## config.mk

```make
export PLATFORM = sky130hd
export DESIGN_NAME = ctrl_pipe_hazard
export DESIGN_NICKNAME = d
export VERILOG_FILES = /design/src/rtl/mips_ctrl_pkg.sv /design/src/rtl/ctrl_decode.sv /design/src/rtl/ctrl_pipe_hazard.sv
export SDC_FILE = /design/constraint.sdc
export NUM_CORES = 1
export LEC_CHECK = 0
export ABC_AREA = 0
export BUFFER_PORTS_ARGS = -buffer_cell sky130_fd_sc_hd__buf_4
export CAP_MARGIN = 15
export CORE_MARGIN = 2
export CORE_UTILIZATION = 30
export CTS_CLUSTER_DIAMETER = 80
export DETAILED_ROUTE_END_ITERATION = 8
export MAX_ROUTING_LAYER = met4
export PLACE_DENSITY_LB_ADDON = 0.12
export SLEW_MARGIN = 10
export SYNTH_ARGS = -nofsm -noshare
export SYNTH_HDL_FRONTEND = slang
export SYNTH_HIERARCHICAL = 1
export SYNTH_SLANG_ARGS = --single-unit
```

## constraint.sdc

```tcl
create_clock -name clk -period 3.87 [get_ports clk]
set_input_delay 0.774 -clock clk [delete_from_list [all_inputs] [get_ports clk]]
set_output_delay 0.774 -clock clk [all_outputs]
set_load 0.03 [all_outputs]
```

## src/rtl/mips_ctrl_pkg.sv

```systemverilog
// Shared definitions for the MIPS control pipeline.
// Holds the opcode and funct encodings of the supported instructions, the
// result-select encoding, the "operand never read" Tuse value, and the
// per-stage entry that travels down the pipe behind each instruction.
package mips_ctrl_pkg;

    // Primary opcodes
    localparam logic [5:0] OP_RTYPE = 6'h00;
    localparam logic [5:0] OP_J     = 6'h02;
    localparam logic [5:0] OP_JAL   = 6'h03;
    localparam logic [5:0] OP_BEQ   = 6'h04;
    localparam logic [5:0] OP_ADDI  = 6'h08;
    localparam logic [5:0] OP_ADDIU = 6'h09;
    localparam logic [5:0] OP_SLTI  = 6'h0a;
    localparam logic [5:0] OP_SLTIU = 6'h0b;
    localparam logic [5:0] OP_ANDI  = 6'h0c;
    localparam logic [5:0] OP_ORI   = 6'h0d;
    localparam logic [5:0] OP_XORI  = 6'h0e;
    localparam logic [5:0] OP_LUI   = 6'h0f;
    localparam logic [5:0] OP_LB    = 6'h20;
    localparam logic [5:0] OP_LH    = 6'h21;
    localparam logic [5:0] OP_LW    = 6'h23;
    localparam logic [5:0] OP_LBU   = 6'h24;
    localparam logic [5:0] OP_LHU   = 6'h25;
    localparam logic [5:0] OP_SB    = 6'h28;
    localparam logic [5:0] OP_SH    = 6'h29;
    localparam logic [5:0] OP_SW    = 6'h2b;

    // R-type funct codes
    localparam logic [5:0] F_SLL  = 6'h00;
    localparam logic [5:0] F_SRL  = 6'h02;
    localparam logic [5:0] F_SRA  = 6'h03;
    localparam logic [5:0] F_SLLV = 6'h04;
    localparam logic [5:0] F_SRLV = 6'h06;
    localparam logic [5:0] F_SRAV = 6'h07;
    localparam logic [5:0] F_JR   = 6'h08;
    localparam logic [5:0] F_JALR = 6'h09;
    localparam logic [5:0] F_MFHI = 6'h10;
    localparam logic [5:0] F_MFLO = 6'h12;
    localparam logic [5:0] F_ADD  = 6'h20;
    localparam logic [5:0] F_ADDU = 6'h21;
    localparam logic [5:0] F_SUB  = 6'h22;
    localparam logic [5:0] F_SUBU = 6'h23;
    localparam logic [5:0] F_AND  = 6'h24;
    localparam logic [5:0] F_OR   = 6'h25;
    localparam logic [5:0] F_XOR  = 6'h26;
    localparam logic [5:0] F_NOR  = 6'h27;
    localparam logic [5:0] F_SLT  = 6'h2a;
    localparam logic [5:0] F_SLTU = 6'h2b;

    // Which value the W stage writes back
    typedef enum logic [1:0] {
        RES_ALU  = 2'd0,
        RES_MEM  = 2'd1,
        RES_PC8  = 2'd2,
        RES_HILO = 2'd3
    } res_sel_e;

    // Tuse value for an operand the D instruction never reads
    localparam logic [1:0] TUSE_NONE = 2'd3;

    // Write-back control carried by every pipeline stage
    typedef struct packed {
        logic       regwrite;
        logic [4:0] waddr;
        res_sel_e   ressel;
        logic [1:0] tnew;
    } stage_t;

endpackage

```

## src/rtl/ctrl_decode.sv

```systemverilog
// ctrl_decode: purely combinational decoder for the D-stage instruction.
// Ports:
//   instr    in   32  instruction to decode
//   entry    out  stage_t  write-back control for the stage-0 entry
//   tuse_rs  out  2   cycles until rs is consumed (3 = never)
//   tuse_rt  out  2   cycles until rt is consumed (3 = never)
// Unsupported encodings decode as a NOP (no write, operands never used).
module ctrl_decode
    import mips_ctrl_pkg::*;
(
    input  logic [31:0] instr,
    output stage_t      entry,
    output logic [1:0]  tuse_rs,
    output logic [1:0]  tuse_rt
);

    logic [5:0] opcode;
    logic [5:0] funct;
    logic [4:0] rt_f;
    logic [4:0] rd_f;
    logic       writes;
    logic [4:0] dest;
    res_sel_e   rsel;
    logic [1:0] tnew;
    logic       unused_bits;

    assign opcode      = instr[31:26];
    assign funct       = instr[5:0];
    assign rt_f        = instr[20:16];
    assign rd_f        = instr[15:11];
    assign unused_bits = ^{instr[25:21], instr[10:6]};

    always_comb begin
        writes  = 1'b0;
        dest    = 5'd0;
        rsel    = RES_ALU;
        tnew    = 2'd0;
        tuse_rs = TUSE_NONE;
        tuse_rt = TUSE_NONE;
        case (opcode)
            OP_RTYPE: begin
                case (funct)
                    F_ADD, F_ADDU, F_SUB, F_SUBU, F_AND, F_OR, F_XOR, F_NOR,
                    F_SLT, F_SLTU, F_SLLV, F_SRLV, F_SRAV: begin
                        writes  = 1'b1;
                        dest    = rd_f;
                        tnew    = 2'd1;
                        tuse_rs = 2'd1;
                        tuse_rt = 2'd1;
                    end
                    // shift-immediate: rs field is not a register operand
                    F_SLL, F_SRL, F_SRA: begin
                        writes  = 1'b1;
                        dest    = rd_f;
                        tnew    = 2'd1;
                        tuse_rt = 2'd1;
                    end
                    F_JR: begin
                        tuse_rs = 2'd0;
                    end
                    F_JALR: begin
                        writes  = 1'b1;
                        dest    = rd_f;
                        rsel    = RES_PC8;
                        tuse_rs = 2'd0;
                    end
                    F_MFHI, F_MFLO: begin
                        writes = 1'b1;
                        dest   = rd_f;
                        rsel   = RES_HILO;
                        tnew   = 2'd1;
                    end
                    default: ;
                endcase
            end
            OP_ADDI, OP_ADDIU, OP_SLTI, OP_SLTIU, OP_ANDI, OP_ORI, OP_XORI: begin
                writes  = 1'b1;
                dest    = rt_f;
                tnew    = 2'd1;
                tuse_rs = 2'd1;
            end
            OP_LUI: begin
                writes = 1'b1;
                dest   = rt_f;
                tnew   = 2'd1;
            end
            OP_LB, OP_LH, OP_LW, OP_LBU, OP_LHU: begin
                writes  = 1'b1;
                dest    = rt_f;
                rsel    = RES_MEM;
                tnew    = 2'd2;
                tuse_rs = 2'd1;
            end
            OP_SB, OP_SH, OP_SW: begin
                tuse_rs = 2'd1;
                tuse_rt = 2'd2;
            end
            OP_BEQ: begin
                tuse_rs = 2'd0;
                tuse_rt = 2'd0;
            end
            OP_JAL: begin
                writes = 1'b1;
                dest   = 5'd31;
                rsel   = RES_PC8;
            end
            default: ;
        endcase
    end

    // A write to $0 is not a write: the whole entry collapses to a non-writer
    // so it can never match an operand or hold a stale Tnew.
    always_comb begin
        entry = '0;
        if (writes && (dest != 5'd0)) begin
            entry.regwrite = 1'b1;
            entry.waddr    = dest;
            entry.ressel   = rsel;
            entry.tnew     = tnew;
        end
    end

endmodule

```

## src/rtl/ctrl_pipe_hazard.sv

```systemverilog
// ctrl_pipe_hazard: decodes the D instruction once and carries its write-back
// control through STAGES registered stages (0 = E ... STAGES-1 = W), then
// derives the stall request and forwarding selects from that in-flight state.
// Ports:
//   clk, reset      clock (rising edge), asynchronous active-high reset
//   instr_d/valid_d instruction in D and its valid flag (0 = bubble)
//   flush_e         force a bubble into stage 0
//   stall_req       D must hold
//   fwd_rs_sel/rt   0 = register file, k+1 = forward from stage k
//   regwrite_s, waddr_s, ressel_s, tnew_s  per-stage fields, stage k in slice k
module ctrl_pipe_hazard
    import mips_ctrl_pkg::*;
#(
    parameter int STAGES = 3,
    parameter int SEL_W  = 3
) (
    input  logic                  clk,
    input  logic                  reset,
    input  logic [31:0]           instr_d,
    input  logic                  valid_d,
    input  logic                  flush_e,
    output logic                  stall_req,
    output logic [SEL_W-1:0]      fwd_rs_sel,
    output logic [SEL_W-1:0]      fwd_rt_sel,
    output logic [STAGES-1:0]     regwrite_s,
    output logic [5*STAGES-1:0]   waddr_s,
    output logic [2*STAGES-1:0]   ressel_s,
    output logic [2*STAGES-1:0]   tnew_s
);

    stage_t     dec_entry;
    logic [1:0] tuse_rs;
    logic [1:0] tuse_rt;
    logic [4:0] rs_addr;
    logic [4:0] rt_addr;
    stage_t     stage_d [STAGES];
    stage_t     stage_q [STAGES];

    assign rs_addr = instr_d[25:21];
    assign rt_addr = instr_d[20:16];

    ctrl_decode u_decode (
        .instr   (instr_d),
        .entry   (dec_entry),
        .tuse_rs (tuse_rs),
        .tuse_rt (tuse_rt)
    );

    // Stall and flush together still insert exactly one bubble.
    always_comb begin
        stage_d[0] = (stall_req || flush_e || !valid_d) ? '0 : dec_entry;
        for (int k = 1; k < STAGES; k++) begin
            stage_d[k] = stage_q[k-1];
            if (stage_q[k-1].tnew != 2'd0) begin
                stage_d[k].tnew = stage_q[k-1].tnew - 2'd1;
            end
        end
    end

    always_ff @(posedge clk or posedge reset) begin
        if (reset) begin
            for (int k = 0; k < STAGES; k++) begin
                stage_q[k] <= '0;
            end
        end else begin
            for (int k = 0; k < STAGES; k++) begin
                stage_q[k] <= stage_d[k];
            end
        end
    end

    // Scan oldest to youngest so the youngest matching stage sets the select
    // last; any match whose result is not ready in time raises the stall.
    always_comb begin
        stall_req  = 1'b0;
        fwd_rs_sel = '0;
        fwd_rt_sel = '0;
        for (int k = STAGES - 1; k >= 0; k--) begin
            if (stage_q[k].regwrite && (stage_q[k].waddr == rs_addr) && (rs_addr != 5'd0)) begin
                fwd_rs_sel = SEL_W'(k + 1);
                if (stage_q[k].tnew > tuse_rs) begin
                    stall_req = 1'b1;
                end
            end
            if (stage_q[k].regwrite && (stage_q[k].waddr == rt_addr) && (rt_addr != 5'd0)) begin
                fwd_rt_sel = SEL_W'(k + 1);
                if (stage_q[k].tnew > tuse_rt) begin
                    stall_req = 1'b1;
                end
            end
        end
    end

    always_comb begin
        regwrite_s = '0;
        waddr_s    = '0;
        ressel_s   = '0;
        tnew_s     = '0;
        for (int k = 0; k < STAGES; k++) begin
            regwrite_s[k]      = stage_q[k].regwrite;
            waddr_s[5*k +: 5]  = stage_q[k].waddr;
            ressel_s[2*k +: 2] = stage_q[k].ressel;
            tnew_s[2*k +: 2]   = stage_q[k].tnew;
        end
    end

endmodule

```

* Yosys cells after proc, flatten, opt, wreduce, memory -nomap -nowiden *
Index checks and enable logic that the tools add are counted.
W data, S select, Z words.

storage, ports and cells
  logic and storage cells = 132
  input port bits = 36
  output and inout bits = 37
  bits in registers = 30

cells by class
  eq/ne operators = 43
  order comparisons = 6
  add/sub/neg operators = 2
  multiplexer cells = 34
  reduce and logical (&&, ||, !) cells = 35

operators with widths
  cell                  count
  $eq A6 B6 Y1 const B  18
  $eq A6 B4 Y1 const B  10
  $eq A5 B5 Y1          6
  $reduce_or A13 Y1     2
  $eq A6 B3 Y1 const B  4
  $pmux W2 S3           4
  $mux W10              2
  $reduce_or A19 Y1     1
  $eq A6 B2 Y1 const B  3
  $reduce_or A18 Y1     1
  $reduce_or A16 Y1     1
  $pmux W5 S3           1
  $reduce_bool A5 Y1    3
  $reduce_or A15 Y1     1
  $mux W1               14
  $reduce_or A14 Y1     1
  $logic_and A1 B1 Y1   13
  $eq A6 B5 Y1 const B  2
  $gt A2 B2 Y1          6
  $logic_not A6 Y1      2
  $mux W3               4
  $mux W2               5
  $pmux W2 S2           2
  $reduce_or A8 Y1      1
  9 further kinds       13

* Depth between registers and ports, before layout *
  depth in word-level cells = 20
  mapped depth = 14
  mapped depth without buffers = 12

* By module *
Netlist, hierarchy kept.

modules (own cells, without submodules)
  module            seq. area each (um2)  instances  area each (um2)  cells each
  ctrl_pipe_hazard  750.7                 1          1820.5           174
  ctrl_decode       0.0                   1          484.2            69

* Worst setup path before layout *
No wires, ideal clock.

  path type = in2out
  start = input instr_d[31]
  end = output stall_req
  path buffers = 1
  path slack = 271 ps
  stages on the path = 11
  data arrival time = 2825 ps
  required time = 3096 ps
  cells stage by stage = buf_4 -> nor4_4 -> and2_1 -> nand3_1 -> nand3_1 -> inv_1 -> ha_1 -> a21oi_1 -> a2111oi_0 -> a2111o_1 -> nand3b_1

on the way
  word-level cells in the longest chain between the ends = 16
  elaborated cells between the ends (all ways) = 39
  those cells by class = order compare (6); eq/ne (16); mux (14); reduce/logical (3)

RTL lines
  what                                                 RTL line                source
  from (decl)                                          ctrl_pipe_hazard.sv:19  input logic [31:0] instr_d,
  $eq A6 B6 Y1 / $eq A6 B4 Y1 (equally long branches)  ctrl_decode.sv:40       case (opcode)
  $reduce_or A15 Y1 (no line)                          -
  $pmux W2 S3 *                                        ctrl_decode.sv:40
  named net tuse_rs[1]                                 ctrl_pipe_hazard.sv:32  logic [1:0] tuse_rs;
  $gt A2 B2 Y1                                         ctrl_pipe_hazard.sv:81  if (stage_q[k].tnew > tuse_rs) begin
  $mux W1                                              ctrl_pipe_hazard.sv:81
  $mux W1                                              ctrl_pipe_hazard.sv:79  if (stage_q[k].regwrite && (stage_q[k].waddr == rs_addr) && (rs_addr != 5'd0)) begin
  $mux W1                                              ctrl_pipe_hazard.sv:87  if (stage_q[k].tnew > tuse_rt) begin
  $mux W1                                              ctrl_pipe_hazard.sv:85  if (stage_q[k].regwrite && (stage_q[k].waddr == rt_addr) && (rt_addr != 5'd0)) begin
  $mux W1                                              ctrl_pipe_hazard.sv:81
  $mux W1                                              ctrl_pipe_hazard.sv:79
  $mux W1                                              ctrl_pipe_hazard.sv:87
  $mux W1                                              ctrl_pipe_hazard.sv:85
  $mux W1                                              ctrl_pipe_hazard.sv:81
  $mux W1 *                                            ctrl_pipe_hazard.sv:79
  $mux W1                                              ctrl_pipe_hazard.sv:87
  $mux W1 *                                            ctrl_pipe_hazard.sv:85
  to (decl)                                            ctrl_pipe_hazard.sv:22  output logic stall_req,

The timed path passes the listed nets; every way through them passes the cells marked *.

* Worst setup path after layout *
  start = input instr_d[5]
  end = output stall_req

on the way
  elaborated cells between the ends (all ways) = 43
  those cells by class = order compare (6); eq/ne (17); mux (16); reduce/logical (4)

RTL lines
  what                                  RTL line                source
  $eq A6 B6 Y1 (tied with other cells)  ctrl_decode.sv:42       case (funct)
  $reduce_or A16 Y1 (no line) *         -
  $mux W2 *                             ctrl_decode.sv:42
  $pmux W2 S3 *                         ctrl_decode.sv:40
  named net tuse_rt[1]                  ctrl_pipe_hazard.sv:33  logic [1:0] tuse_rt;
  $gt A2 B2 Y1                          ctrl_pipe_hazard.sv:87
  $mux W1                               ctrl_pipe_hazard.sv:87
  $mux W1                               ctrl_pipe_hazard.sv:85
  $mux W1                               ctrl_pipe_hazard.sv:81
  $mux W1                               ctrl_pipe_hazard.sv:79
  $mux W1                               ctrl_pipe_hazard.sv:87
  $mux W1                               ctrl_pipe_hazard.sv:85
  $mux W1                               ctrl_pipe_hazard.sv:81
  $mux W1                               ctrl_pipe_hazard.sv:79
  $mux W1                               ctrl_pipe_hazard.sv:87
  $mux W1 *                             ctrl_pipe_hazard.sv:85

Marked as above.

==> metrics.md <==
| Metric | Value |
|---|---|
| Post-DP Area | `2790 um2` |
| Worst Slack Setup Final | `121 ps` |
| Period Utilization, post-route | `0.969` |
| Layout cells sized above 1 | `0.375` |
| Mapped Cells | `243` |
| Die X | `91.7 um` |
| DP HPWL | `4640 um` |
| Clock transition at the registers of the reported paths | `70 ps` |
| Antenna-violating nets left | `0` |
| GRT Overall Usage | `0.151` |
| DRT iter0 DRCs | `63` |
| Yosys cell types | `57` |
| Relative slew margins | `0.547` |
| Routed length per instance | `14.8 um` |
| Pre-CTS setup slack | `66.7 ps` |
| Clk_lat worst skew | `280 ps` |
| Num CTS Buffers | `5` |
| Post-synth EDFFs | `0` |
| Total congestion overflow | `0` |
| Unrepaired setup endpoints after global routing | `true` |
| Clock buffer depth | `2` |
| Post-Synthesis Mean Instance Area | `9.48 um2` |
| CTS HTree Levels | `2` |
| Initial antenna violation count | `0` |
| Via density | `4.88` |
| Final Cell Area | `2930 um2` |
| Maximum achievable frequency | `0.267 GHz` |
| Root buffer selected by CTS | `clkbuf_8` |
| Antenna diode count | `0` |
| Synth warn | `6` |
| Setup TNS | `0 ps` |
| Cell area after synthesis | `2300 um2` |
| Power Density | `246 nW/um2` |
| Worst setup path class | `in -> out` |
| Status | `completed` |
| Initial Util | `0.314` |
| Layout Nets | `348` |
| Input/output buffers | `65` |
| Most common cell in the netlist | `dfrtp_1` |
| Required @ worst endpoint | `3100 ps` |
| Worst path arrival time | `2970 ps` |
| Vias in the first global route | `1945` |
| Drt total wl | `5900 um` |
| Die Ht | `91.7 um` |
| Nature of the critical path endpoint | `primary output` |
| Clk sinks | `30` |
| Top cell type's share of synthesized area | `0.326` |
| Fin crit period | `3750 ps` |
| TritonCTS clock tree | `built` |
| Global-route wire length before repair | `9840 um` |
| Most used flip-flop cell after synthesis | `dfrtp_1` |
| Core area | `7330 um2` |
| Worst hold path class | `reg -> reg` |
| I/O Pins | `73` |
| Post-synth top area cell | `dfrtp_1` |
| Seq/Total Area, Yosys | `0.326` |
| Std cell rows | `31` |
| Total Power | `0.723 mW` |
| Worst-Margin Slew | `678 ps` |
| Leakage | `1.44 nW` |
| CTS Hold Bufs | `0` |
| Number of hold violations in the final report | `0` |
| Ranking of synthesized cells by area | `dfrtp_1, buf_4, ha_1, xor2_1, xnor2_1` |
| Placed Cells | `390` |
| Startpoint Class | `input pin` |
| Crit Path Max Fanout | `4` |
| Layout overhead on the synthesized area | `27.3%` |
| Post-Layout Cell Count | `400` |
| #FFs+latches synth | `30` |
| Die Area | `8400 um2` |
| Largest net degree at the start of global routing | `31` |
| # setup viols final | `0` |
| Fraction of registers with async set/reset | `1.00` |
| Max Cap Viol | `0` |
| Residual DRC count | `0` |
| Peak VDD IR | `0.118 mV` |
| Max-slew violations | `0` |
| Placer Congestion | `0.770` |
| Clock Skew | `7.95 ps` |
| Synth cell count leaders | `dfrtp_1, buf_4, xor2_1` |
| DR pass1 iterations | `4` |
| Vias | `1952` |
-- power by group --
group | switching (mW) | internal [mW] | leakage, nW
Clock | 0.120 | 0.143 | 0.0472
Sequential | 0.00504 | 0.318 | 0.417
Combinational | 0.0779 | 0.0598 | 0.977
-- registers in the layout, summed over array words and instances (netlist names) --
name,count
waddr_s,15
ressel_s,6
tnew_s,6
regwrite_s,3
-- cell families (layout without fill, tap and decap cells) --
kind of cell | after synthesis | count (layout) | share of synthesized area
other | 1 | 2 | 0.00163
DFF | 30 | 30 | 0.326
adders and majority gates | 12 | 12 | 0.0651
and+or+nand+nor | 83 | 83 | 0.222
buffers and inverters | 42 | 99 | 0.107
AOI/OAI and AO/OA | 46 | 46 | 0.168
xor gates and xnor gates | 29 | 29 | 0.110
-- metal layers --
metal	GRT usage	routed length, um	vias to the layer above
met5	-	0	-
met4	0.0379	63	0
met3	0.0296	359	4
met2	0.229	2700	66
met1	0.207	2780	916
li1	-	-	966
-- path summary, 6_finish.rpt --
| kind | cells after the start | end | from | slack [ps] |
|---|---|---|---|---|
| min reg2reg | 0 | ressel_s[4] | ressel_s[2] | 380 |
| min | 0 | ressel_s[4] | ressel_s[2] | 380 |
| max reg2reg | 7 | regwrite_s[0] | waddr_s[0] | 1840 |
| min in group asynchronous | 3 | ressel_s[5] | reset | 570 |
| max | 14 | stall_req | instr_d[5] | 120 |
| max in group asynchronous | 3 | waddr_s[5] | reset | 3000 |
-- worst max-delay path, cell delays in order --
cell	delay (ps)
buf_4	120
nor2b_1	130
o21ai_2	150
and2_4	160
nor2_1	40
o21ai_1	150
inv_2	80
ha_4	220
nor2b_1	120
a2bb2oi_1	130
and4b_1	180
a2111o_1	360
nand3b_1	200
buf_6	160
-- cell usage in the layout, fill, tap and decap left out, types with 4 or more instances in the layout --
| cell type | synthesis | layout |
|---|---|---|
| buf_4 | 20 | 74 |
| dfrtp_1 | 30 | 30 |
| xor2_1 | 17 | 17 |
| nand4_1 | 15 | 15 |
| inv_1 | 14 | 13 |
| xnor2_1 | 12 | 12 |
| nor2_1 | 12 | 12 |
| ha_1 | 12 | 11 |
| nor2_2 | 10 | 10 |
| a21oi_1 | 9 | 9 |
| nor2b_1 | 7 | 7 |
| nand2_1 | 7 | 7 |
| clkbuf_8 | 0 | 6 |
| a221o_1 | 5 | 5 |
| nor4_1 | 5 | 4 |
| a2bb2oi_1 | 4 | 4 |
-- stage by stage --
step | hold WS, ps | util
after floorplan | 355 | -
after global placement | 359 | 0.381
after detailed placement | 361 | 0.381
after CTS | 377 | 0.394
after global routing | 407 | 0.400
final | 375 | 0.400
-- area by class of cell --
type / instances / area [um2]
well taps: 99 / 124
clock buffers: 6 / 82.6
flip-flops and latches: 30 / 751
inverters: 16 / 60.1
fillers: 770 / 4400
multi-input cells: 172 / 1340
repair buffers: 75 / 567
clock inverters: 2 / 12.5
-- timing repair --
| item | 4_1_cts | 5_1_grt |
|---|---|---|
| hold endpoints to repair | 0 | 0 |
| setup endpoints to repair | 0 | 1 |
| gates resized for setup | 0 | 6 |
| setup buffers | 0 | 2 |
No activity file was read; power rests on OpenSTA's default activity.
